$ cat src/rtl/serial_add_ctrl_pkg.sv
// serial_add_ctrl_pkg
//   Shared definitions for the bit-serial adder controller: the FSM state
//   encoding and the legal-range test for the operand width.
//   No ports; imported with "import serial_add_ctrl_pkg::*;".

`ifndef SERIAL_ADD_CTRL_WIDTH_LEGAL
`define SERIAL_ADD_CTRL_WIDTH_LEGAL(w) (((w) >= 2) && ((w) <= 32))
`endif

package serial_add_ctrl_pkg;

  // Controller states. Encoding 2'd3 is unused and recovers to ST_IDLE.
  typedef enum logic [1:0] {
    ST_IDLE = 2'd0,
    ST_RUN  = 2'd1,
    ST_DONE = 2'd2
  } state_e;

  // True when w is an operand width the serial engine supports.
  function automatic bit widthLegal(input int w);
    return `SERIAL_ADD_CTRL_WIDTH_LEGAL(w);
  endfunction

endpackage

$ cat src/rtl/serial_add_ctrl_fulladd.sv
// fulladd
//   One-bit full adder cell, purely combinational.
//   Ports:
//     Cin  in  1  carry in
//     x    in  1  addend bit
//     y    in  1  addend bit
//     s    out 1  sum bit
//     Cout out 1  carry out

module fulladd (
  input  logic Cin,
  input  logic x,
  input  logic y,
  output logic s,
  output logic Cout
);

  // Sum is the parity of the three inputs; carry is their majority.
  always_comb begin
    s    = x ^ y ^ Cin;
    Cout = (x & y) | (x & Cin) | (y & Cin);
  end

endmodule

$ cat src/rtl/serial_add_ctrl.sv
// serial_add_ctrl
//   Bit-serial adder: accepts two WIDTH-bit operands and a carry-in, then adds
//   them LSB-first through a single fulladd cell, one bit per clock, with a
//   registered carry. The result is offered behind a valid/ready handshake.
//   Ports:
//     clk       in   1      clock, rising edge
//     rst       in   1      synchronous active-high reset
//     in_valid  in   1      operands valid
//     in_ready  out  1      ready for operands (IDLE only)
//     a, b      in   WIDTH  operands, sampled on accept
//     cin       in   1      carry-in, sampled on accept
//     out_valid out  1      result valid (DONE only)
//     out_ready in   1      consumer takes the result
//     sum       out  WIDTH  registered sum
//     cout      out  1      registered carry-out
//     busy      out  1      addition in progress (RUN)

module serial_add_ctrl
  import serial_add_ctrl_pkg::*;
#(
  parameter int WIDTH = 8
) (
  input  logic             clk,
  input  logic             rst,
  input  logic             in_valid,
  output logic             in_ready,
  input  logic [WIDTH-1:0] a,
  input  logic [WIDTH-1:0] b,
  input  logic             cin,
  output logic             out_valid,
  input  logic             out_ready,
  output logic [WIDTH-1:0] sum,
  output logic             cout,
  output logic             busy
);

  localparam int CNT_W = $clog2(WIDTH);

  if (!widthLegal(WIDTH)) begin : gWidthCheck
    $error("serial_add_ctrl: WIDTH must lie in 2..32");
  end

  state_e state_q, state_d;

  logic [WIDTH-1:0] aShift_q, aShift_d;
  logic [WIDTH-1:0] bShift_q, bShift_d;
  logic [WIDTH-1:0] sumShift_q, sumShift_d;
  logic [WIDTH-1:0] sum_q, sum_d;
  logic             carry_q, carry_d;
  logic             cout_q, cout_d;
  logic [CNT_W-1:0] count_q, count_d;

  logic faSum;
  logic faCout;
  logic lastBit;
  logic [WIDTH-1:0] sumShifted;

  // The single adder cell always looks at the current LSBs and stored carry.
  fulladd uFullAdd (
    .Cin  (carry_q),
    .x    (aShift_q[0]),
    .y    (bShift_q[0]),
    .s    (faSum),
    .Cout (faCout)
  );

  // The counter never wraps: RUN leaves on the bit whose index is WIDTH-1.
  assign lastBit    = (count_q == CNT_W'(WIDTH - 1));
  assign sumShifted = {faSum, sumShift_q[WIDTH-1:1]};

  // State register; reset wins over everything else.
  always_ff @(posedge clk) begin
    if (rst) begin
      state_q <= ST_IDLE;
    end else begin
      state_q <= state_d;
    end
  end

  // Next-state logic. Unused encodings fall back to IDLE.
  always_comb begin
    state_d = ST_IDLE;
    case (state_q)
      ST_IDLE: state_d = in_valid  ? ST_RUN  : ST_IDLE;
      ST_RUN:  state_d = lastBit   ? ST_DONE : ST_RUN;
      ST_DONE: state_d = out_ready ? ST_IDLE : ST_DONE;
      default: state_d = ST_IDLE;
    endcase
  end

  // Handshake and status outputs are pure decodes of the state.
  always_comb begin
    in_ready  = (state_q == ST_IDLE);
    out_valid = (state_q == ST_DONE);
    busy      = (state_q == ST_RUN);
  end

  // Datapath next values. Operands load on accept; each RUN cycle shifts one
  // sum bit in at the MSB so that after WIDTH shifts bit 0 holds the first
  // sum bit. The visible sum/cout only change on the final RUN cycle, so the
  // previous result stays on the outputs while a new addition is running.
  always_comb begin
    aShift_d   = aShift_q;
    bShift_d   = bShift_q;
    sumShift_d = sumShift_q;
    sum_d      = sum_q;
    carry_d    = carry_q;
    cout_d     = cout_q;
    count_d    = count_q;
    case (state_q)
      ST_IDLE: begin
        if (in_valid) begin
          aShift_d = a;
          bShift_d = b;
          carry_d  = cin;
          count_d  = '0;
        end
      end
      ST_RUN: begin
        aShift_d   = aShift_q >> 1;
        bShift_d   = bShift_q >> 1;
        sumShift_d = sumShifted;
        carry_d    = faCout;
        count_d    = count_q + CNT_W'(1);
        if (lastBit) begin
          sum_d  = sumShifted;
          cout_d = faCout;
        end
      end
      default: ;
    endcase
  end

  // Datapath registers; reset clears everything, discarding any partial sum.
  always_ff @(posedge clk) begin
    if (rst) begin
      aShift_q   <= '0;
      bShift_q   <= '0;
      sumShift_q <= '0;
      sum_q      <= '0;
      carry_q    <= 1'b0;
      cout_q     <= 1'b0;
      count_q    <= '0;
    end else begin
      aShift_q   <= aShift_d;
      bShift_q   <= bShift_d;
      sumShift_q <= sumShift_d;
      sum_q      <= sum_d;
      carry_q    <= carry_d;
      cout_q     <= cout_d;
      count_q    <= count_d;
    end
  end

  assign sum  = sum_q;
  assign cout = cout_q;

endmodule

$ cat config.mk
export PLATFORM = sky130hd
export DESIGN_NAME = serial_add_ctrl
export DESIGN_NICKNAME = d
export VERILOG_FILES = /design/src/rtl/serial_add_ctrl_pkg.sv /design/src/rtl/serial_add_ctrl_fulladd.sv /design/src/rtl/serial_add_ctrl.sv
export SDC_FILE = /design/constraint.sdc
export NUM_CORES = 1
export LEC_CHECK = 0
export ABC_CLOCK_PERIOD_IN_PS = 2420
export CORE_MARGIN = 5
export CORE_UTILIZATION = 40
export CTS_BUF_LIST = sky130_fd_sc_hd__clkbuf_8
export DETAILED_ROUTE_END_ITERATION = 8
export PLACE_DENSITY = 0.75
export SLEW_MARGIN = 30
export SYNTH_ARGS = -nofsm -noshare
export SYNTH_HDL_FRONTEND = slang
export SYNTH_SLANG_ARGS = --single-unit
$ cat constraint.sdc
create_clock -name clk -period 2.42 [get_ports clk]
set_input_delay 0.484 -clock clk [delete_from_list [all_inputs] [get_ports clk]]
set_output_delay 0.484 -clock clk [all_outputs]
set_load 0.005 [all_outputs]
==> results.json, run 1 <==
{
  "path_clk_slew_ns": 0.08,
  "hold_viol": 0,
  "layout.nets": 223,
  "status": "finished, final reports clean",
  "via_count": 1209,
  "cts_setup_buffers": 0,
  "p_switching_mw": 0.305,
  "cts-root-buf": "clkbuf_8",
  "detail-route-antenna-nets": 0,
  "post-route-cell-area_mm2": 0.00203,
  "die_w_um": 72.8,
  "max_freq_ghz": 0.461,
  "first_iter_violations": 50,
  "port_buffers": 32,
  "power_leakage_nw": 0.757,
  "synthFlopType": "dfxtp_1",
  "setup_viol": 0,
  "grt_max_degree": 39,
  "setup_tns_ns": 0,
  "peakVddDrop_mv": 0.398,
  "route.detailed.drc": 0,
  "finalWirelength_um": 2930,
  "slew_headroom": 0.745,
  "initial_utilization": 0.421,
  "synth_top_area_frac": 0.483,
  "hold_class": "flip-flop to flip-flop",
  "pwr-share-clk": 0.446,
  "skew_ns": 0.00914,
  "vias_per_cell": 4.88,
  "ys_seq_area_frac": 0.483,
  "num_antenna_cells": 0,
  "startpoint_type": "flip-flop",
  "cts.sinks": 38,
  "crit_path_max_fanout": 11,
  "worstSetupPathType": "flip-flop to output port",
  "worst_slew_pin_slew_ns": 0.382,
  "synth_area_leaders": "dfxtp_1 48%, mux2i_1 10%, a211oi_1 7.6%",
  "track_usage": 0.123,
  "ios": 33,
  "ctsHoldBuffers": 0,
  "drtPass1Iterations": 4,
  "async_reset_ff_frac": 0,
  "power.total_mw": 1.48,
  "synthTopCellsByCount": "38 x dfxtp_1, 32 x nand2_1, 21 x nor2_1",
  "cts_buffers": 5,
  "num_rows": 22,
  "grt_setup_unrepaired": "no",
  "cp_data_required_time_ns": 1.94,
  "die_h_um": 72.8,
  "yosys_warnings": 0,
  "cp-end-kind": "output port",
  "synth_area_per_cell_um2": 9.22,
  "cts.htree.levels": 2,
  "p_seq_frac": 0.456,
  "wl_per_cell_um": 11.8,
  "syn_area_mm2": 0.00158,
  "maxCapViolations": 0,
  "core_mm2": 0.00374,
  "pwr-share-comb": 0.099,
  "fin_util": 0.542,
  "antenna_found_initial": 0,
  "layout.cells.non_filler": 248,
  "ys_types": 24,
  "dpl-instance-area_mm2": 0.00189,
  "syn2layout_area_growth_pct": 28.7,
  "worstPathArrival_ns": 1.69,
  "rrSetupSlack_ns": 0.92,
  "gp_congestion": 0.716,
  "final_max_slew_viol_count": 0,
  "dp_hpwl_um": 2020,
  "finalCritPeriodShare": 0.897,
  "synth_top_area_cell": "dfxtp_1",
  "p_int_mw": 1.17,
  "synth_edf_count": 0,
  "mappedNetlistNets": 195,
  "die_area_mm2": 0.00530,
  "grt_pass1_wl_um": 4930,
  "global_route.overflow_total": 0,
  "ctsLongestPathBuffers": 2,
  "powerDensity_mw_per_mm2": 728,
  "synthCells": 171,
  "switching_share": 0.207,
  "cts_tree": "built",
  "ys_ff_latch": 38,
  "drive_above_1_share": 0.0750,
  "dp.cells": 240,
  "min_period_ns": 2.17,
  "grt_pass1_vias": 1114,
  "postCtsResizedCells": 0,
  "synth.most_common_cell": "dfxtp_1",
  "clk_latency_ns": 0.29
}
cell families (layout without fill, tap and decap cells):
group,Yosys count,in the layout,share of synthesized area
AND/OR/NAND/NOR,60,60,0.160
AO/OA/AOI/OAI,39,39,0.167
flip-flops,38,38,0.483
multiplexers,16,16,0.102
buffers and inverters,15,44,0.0611
adder cells (fa/ha/maj),3,3,0.0286
metrics by stage:
stage | setup WS [ns] | hold slack [ns]
after floorplan | 1.13 | 0.432
after detailed placement | 0.550 | 0.448
after CTS | 0.232 | 0.459
final | 0.250 | 0.455
after global routing | 0.136 | 0.474
after global placement | 0.592 | 0.446
cell usage in the layout (no fill, tap or decap):
cell	netlist	routed
buf_4	3	2
nor2b_1	1	1
a21oi_1	17	17
nor3_1	1	1
nor2_1	21	21
dfxtp_1	38	38
a211oi_1	16	16
mux2i_1	16	16
fa_1	1	1
inv_4	1	1
clkdlybuf4s50_1	0	32
nand2b_1	2	2
ha_1	2	2
nand3b_2	1	1
nand2_1	32	32
a22oi_1	4	4
and3b_2	1	1
o21bai_2	1	1
inv_1	1	1
bufinv_16	0	2
nor3b_1	1	1
clkbuf_8	0	6
o21ba_4	1	1
layout make-up:
cell class	instances	area, um2
fillers	359	1720
repair buffers	34	335
well taps	48	60.1
clock buffers	6	82.6
clock inverters	2	60.1
inverters	2	10.0
multi-input cells	118	719
flip-flops and latches	38	761
power groups by stage:
stage	registers, mW	clock network, mW	logic [mW]
after floorplan	0.683	0	0.105
after global placement	0.687	0	0.144
after detailed placement	0.688	0	0.148
after CTS	0.673	0.672	0.149
after global routing	0.677	0.692	0.162
final	0.673	0.658	0.146
state kept, by name, indices dropped and copies added, names as in the netlist:
register    cells
aShift_q        8
bShift_q        8
carry_q         1
count_q         3
cout            1
state_q         2
sum             8
sumShift_q      7
final timing paths:
check / startpoint / to / depth (start not counted)
hold reg to reg: sum[5] / sum[5] / 2
setup reg to reg: state_q[0] / aShift_q[3] / 4
setup / recovery: state_q[1] / busy / 3
hold / removal: sum[5] / sum[5] / 2
critical path, stage by stage, from the launching register on:
cell and delay, ns:
dfxtp_1 0.37, nand2b_1 0.32, inv_4 0.18, clkdlybuf4s50_1 0.52
routing by layer:
| layer | part of all wire | vias to the layer above | track usage |
|---|---|---|---|
| li1 | - | 640 | - |
| met1 | 0.44 | 536 | 0.143 |
| met2 | 0.47 | 29 | 0.191 |
| met3 | 0.065 | 4 | 0.0427 |
| met4 | 0.018 | 0 | 0.0799 |
| met5 | 0 | - | 0 |
(Power assumes the default switching activity.)
==> run 2: changes to the inputs <==
- SLEW_MARGIN: 30 -> unset
==> results of run 2 <==
Same layout as run 1: the final DEF is identical, and so are final timing and power.
==> run 3: changes to the inputs <==
==> constraint.sdc (replaced) <==
create_clock -name clk -period 2.42 [get_ports clk]
set_input_delay 0.363 -clock clk [delete_from_list [all_inputs] [get_ports clk]]
set_output_delay 0.363 -clock clk [all_outputs]
set_load 0.005 [all_outputs]
==> run 3 against run 2 <==
  * Combinational power about the same
  * Maximum frequency up 7.7%
  * Critical endpoint unchanged
  * Via count down 0.41%
  * Highest routed layer unchanged
==> results.json, run 3 (same netlist as run 1, synthesis figures left out) <==
{
  "cts.sinks": 38,
  "grt.met3_usage": 0.0427,
  "final_cell_mix": "38 x dfxtp_1, 32 x nand2_1, 32 x clkdlybuf4s50_1, 21 x nor2_1, 17 x a21oi_1",
  "hold_class": "flip-flop to flip-flop",
  "gp_congestion": 0.717,
  "ctsHoldBuffers": 0,
  "track_usage": 0.113,
  "first_iter_violations": 50,
  "vias_per_cell": 4.85,
  "core_mm2": 0.00374,
  "antenna_found_initial": 0,
  "clk_latency_ns": 0.29,
  "syn2layout_area_growth_pct": 25.4,
  "ios": 33,
  "path_clk_slew_ns": 0.07,
  "fin_ws_ns": 0.405,
  "setup_tns_ns": 0,
  "worstPathArrival_ns": 1.65,
  "max_freq_ghz": 0.496,
  "wl_per_cell_um": 11.2,
  "drive_above_1_share": 0.0700,
  "die_area_mm2": 0.00530,
  "fill_cells": 372,
  "slew_headroom": 0.743,
  "skew_ns": 0.0103,
  "via_count": 1204,
  "dp_slack_ns": 0.682,
  "min_period_ns": 2.01,
  "grt_pass1_wl_um": 4610,
  "die_h_um": 72.8,
  "grt_use_met2": 0.165,
  "startpoint_type": "flip-flop",
  "port_buffers": 32,
  "fin_util": 0.528,
  "cts.htree.levels": 2,
  "setup_viol": 0,
  "grt_max_degree": 39,
  "rrSetupSlack_ns": 0.94,
  "ctsLongestPathBuffers": 2,
  "cts_buffers": 5,
  "global_route.overflow_total": 0,
  "worst_slew_pin_slew_ns": 0.385,
  "cts_tree": "built",
  "grtUsageMet1": 0.141,
  "timing.hold.ws_ns": 0.454,
  "peakVddDrop_mv": 0.314,
  "finalCritPeriodShare": 0.832,
  "powerDensity_mw_per_mm2": 632,
  "die_w_um": 72.8,
  "route.detailed.drc": 0,
  "grt_setup_unrepaired": "no",
  "num_antenna_cells": 0,
  "finalWirelength_um": 2790,
  "layout_commonest_cell": "dfxtp_1",
  "cts-root-buf": "clkbuf_8",
  "grt.busiest_layer": "met2",
  "final_max_slew_viol_count": 0,
  "power_leakage_nw": 0.738,
  "cp-end-kind": "output port",
  "crit_path_max_fanout": 11,
  "postCtsResizedCells": 0,
  "cp_data_required_time_ns": 2.06,
  "r2r_cells": 4,
  "detail-route-antenna-nets": 0,
  "dp.cells": 240,
  "hold_viol": 0,
  "maxCapViolations": 0,
  "holdPathStages": 2,
  "num_rows": 22,
  "drtPass1Iterations": 3,
  "layout.nets": 223,
  "layout.cells.non_filler": 248,
  "worstSetupPathType": "flip-flop to output port",
  "initial_utilization": 0.421,
  "cts_setup_buffers": 0,
  "grt_pass1_vias": 1022,
  "status": "finished, final reports clean"
}
[run 3: cell type report]
cell class,count,area [um2],share of cell area
multi-input cells,118,719,0.364
flip-flops and latches,38,761,0.385
inverters,2,10.0,0.00506
well taps,48,60.1,0.0304
clock inverters,2,8.76,0.00443
repair buffers,34,335,0.170
clock buffers,6,82.6,0.0418
[run 3: path summary, 6_finish.rpt]
path,from,end
max,state_q[1],busy
min,sum[6],sum[6]
max reg2reg,state_q[0],aShift_q[3]
min reg2reg,sum[6],sum[6]
[run 3: routing by layer]
| metal | part of all wire | up-vias |
|---|---|---|
| met5 | 0 | - |
| met3 | 0.055 | 4 |
| met4 | 0.020 | 0 |
| met1 | 0.50 | 529 |
| li1 | - | 648 |
| met2 | 0.43 | 23 |
[run 3: worst max-delay path, stage by stage (launching register included)]
cell and delay [ns]:
dfxtp_1 0.37, nand2b_1 0.31, inv_4 0.17, clkdlybuf4s50_1 0.52
[run 3: report_power, final]
| group | switching, mW | leakage [nW] | internal (mW) |
|---|---|---|---|
| combinational | 0.0685 | 0.374 | 0.0764 |
| sequential | 0.0167 | 0.311 | 0.656 |
| clock | 0.207 | 0.0524 | 0.225 |
[run 3: per-stage QoR]
step | cell area (um2) | total power [mW]
floorplan | 1580 | 0.787
global placement | 1890 | 0.832
detailed placement | 1890 | 0.833
CTS | 1980 | 1.26
global route | 1980 | 1.31
finish | 1980 | 1.25
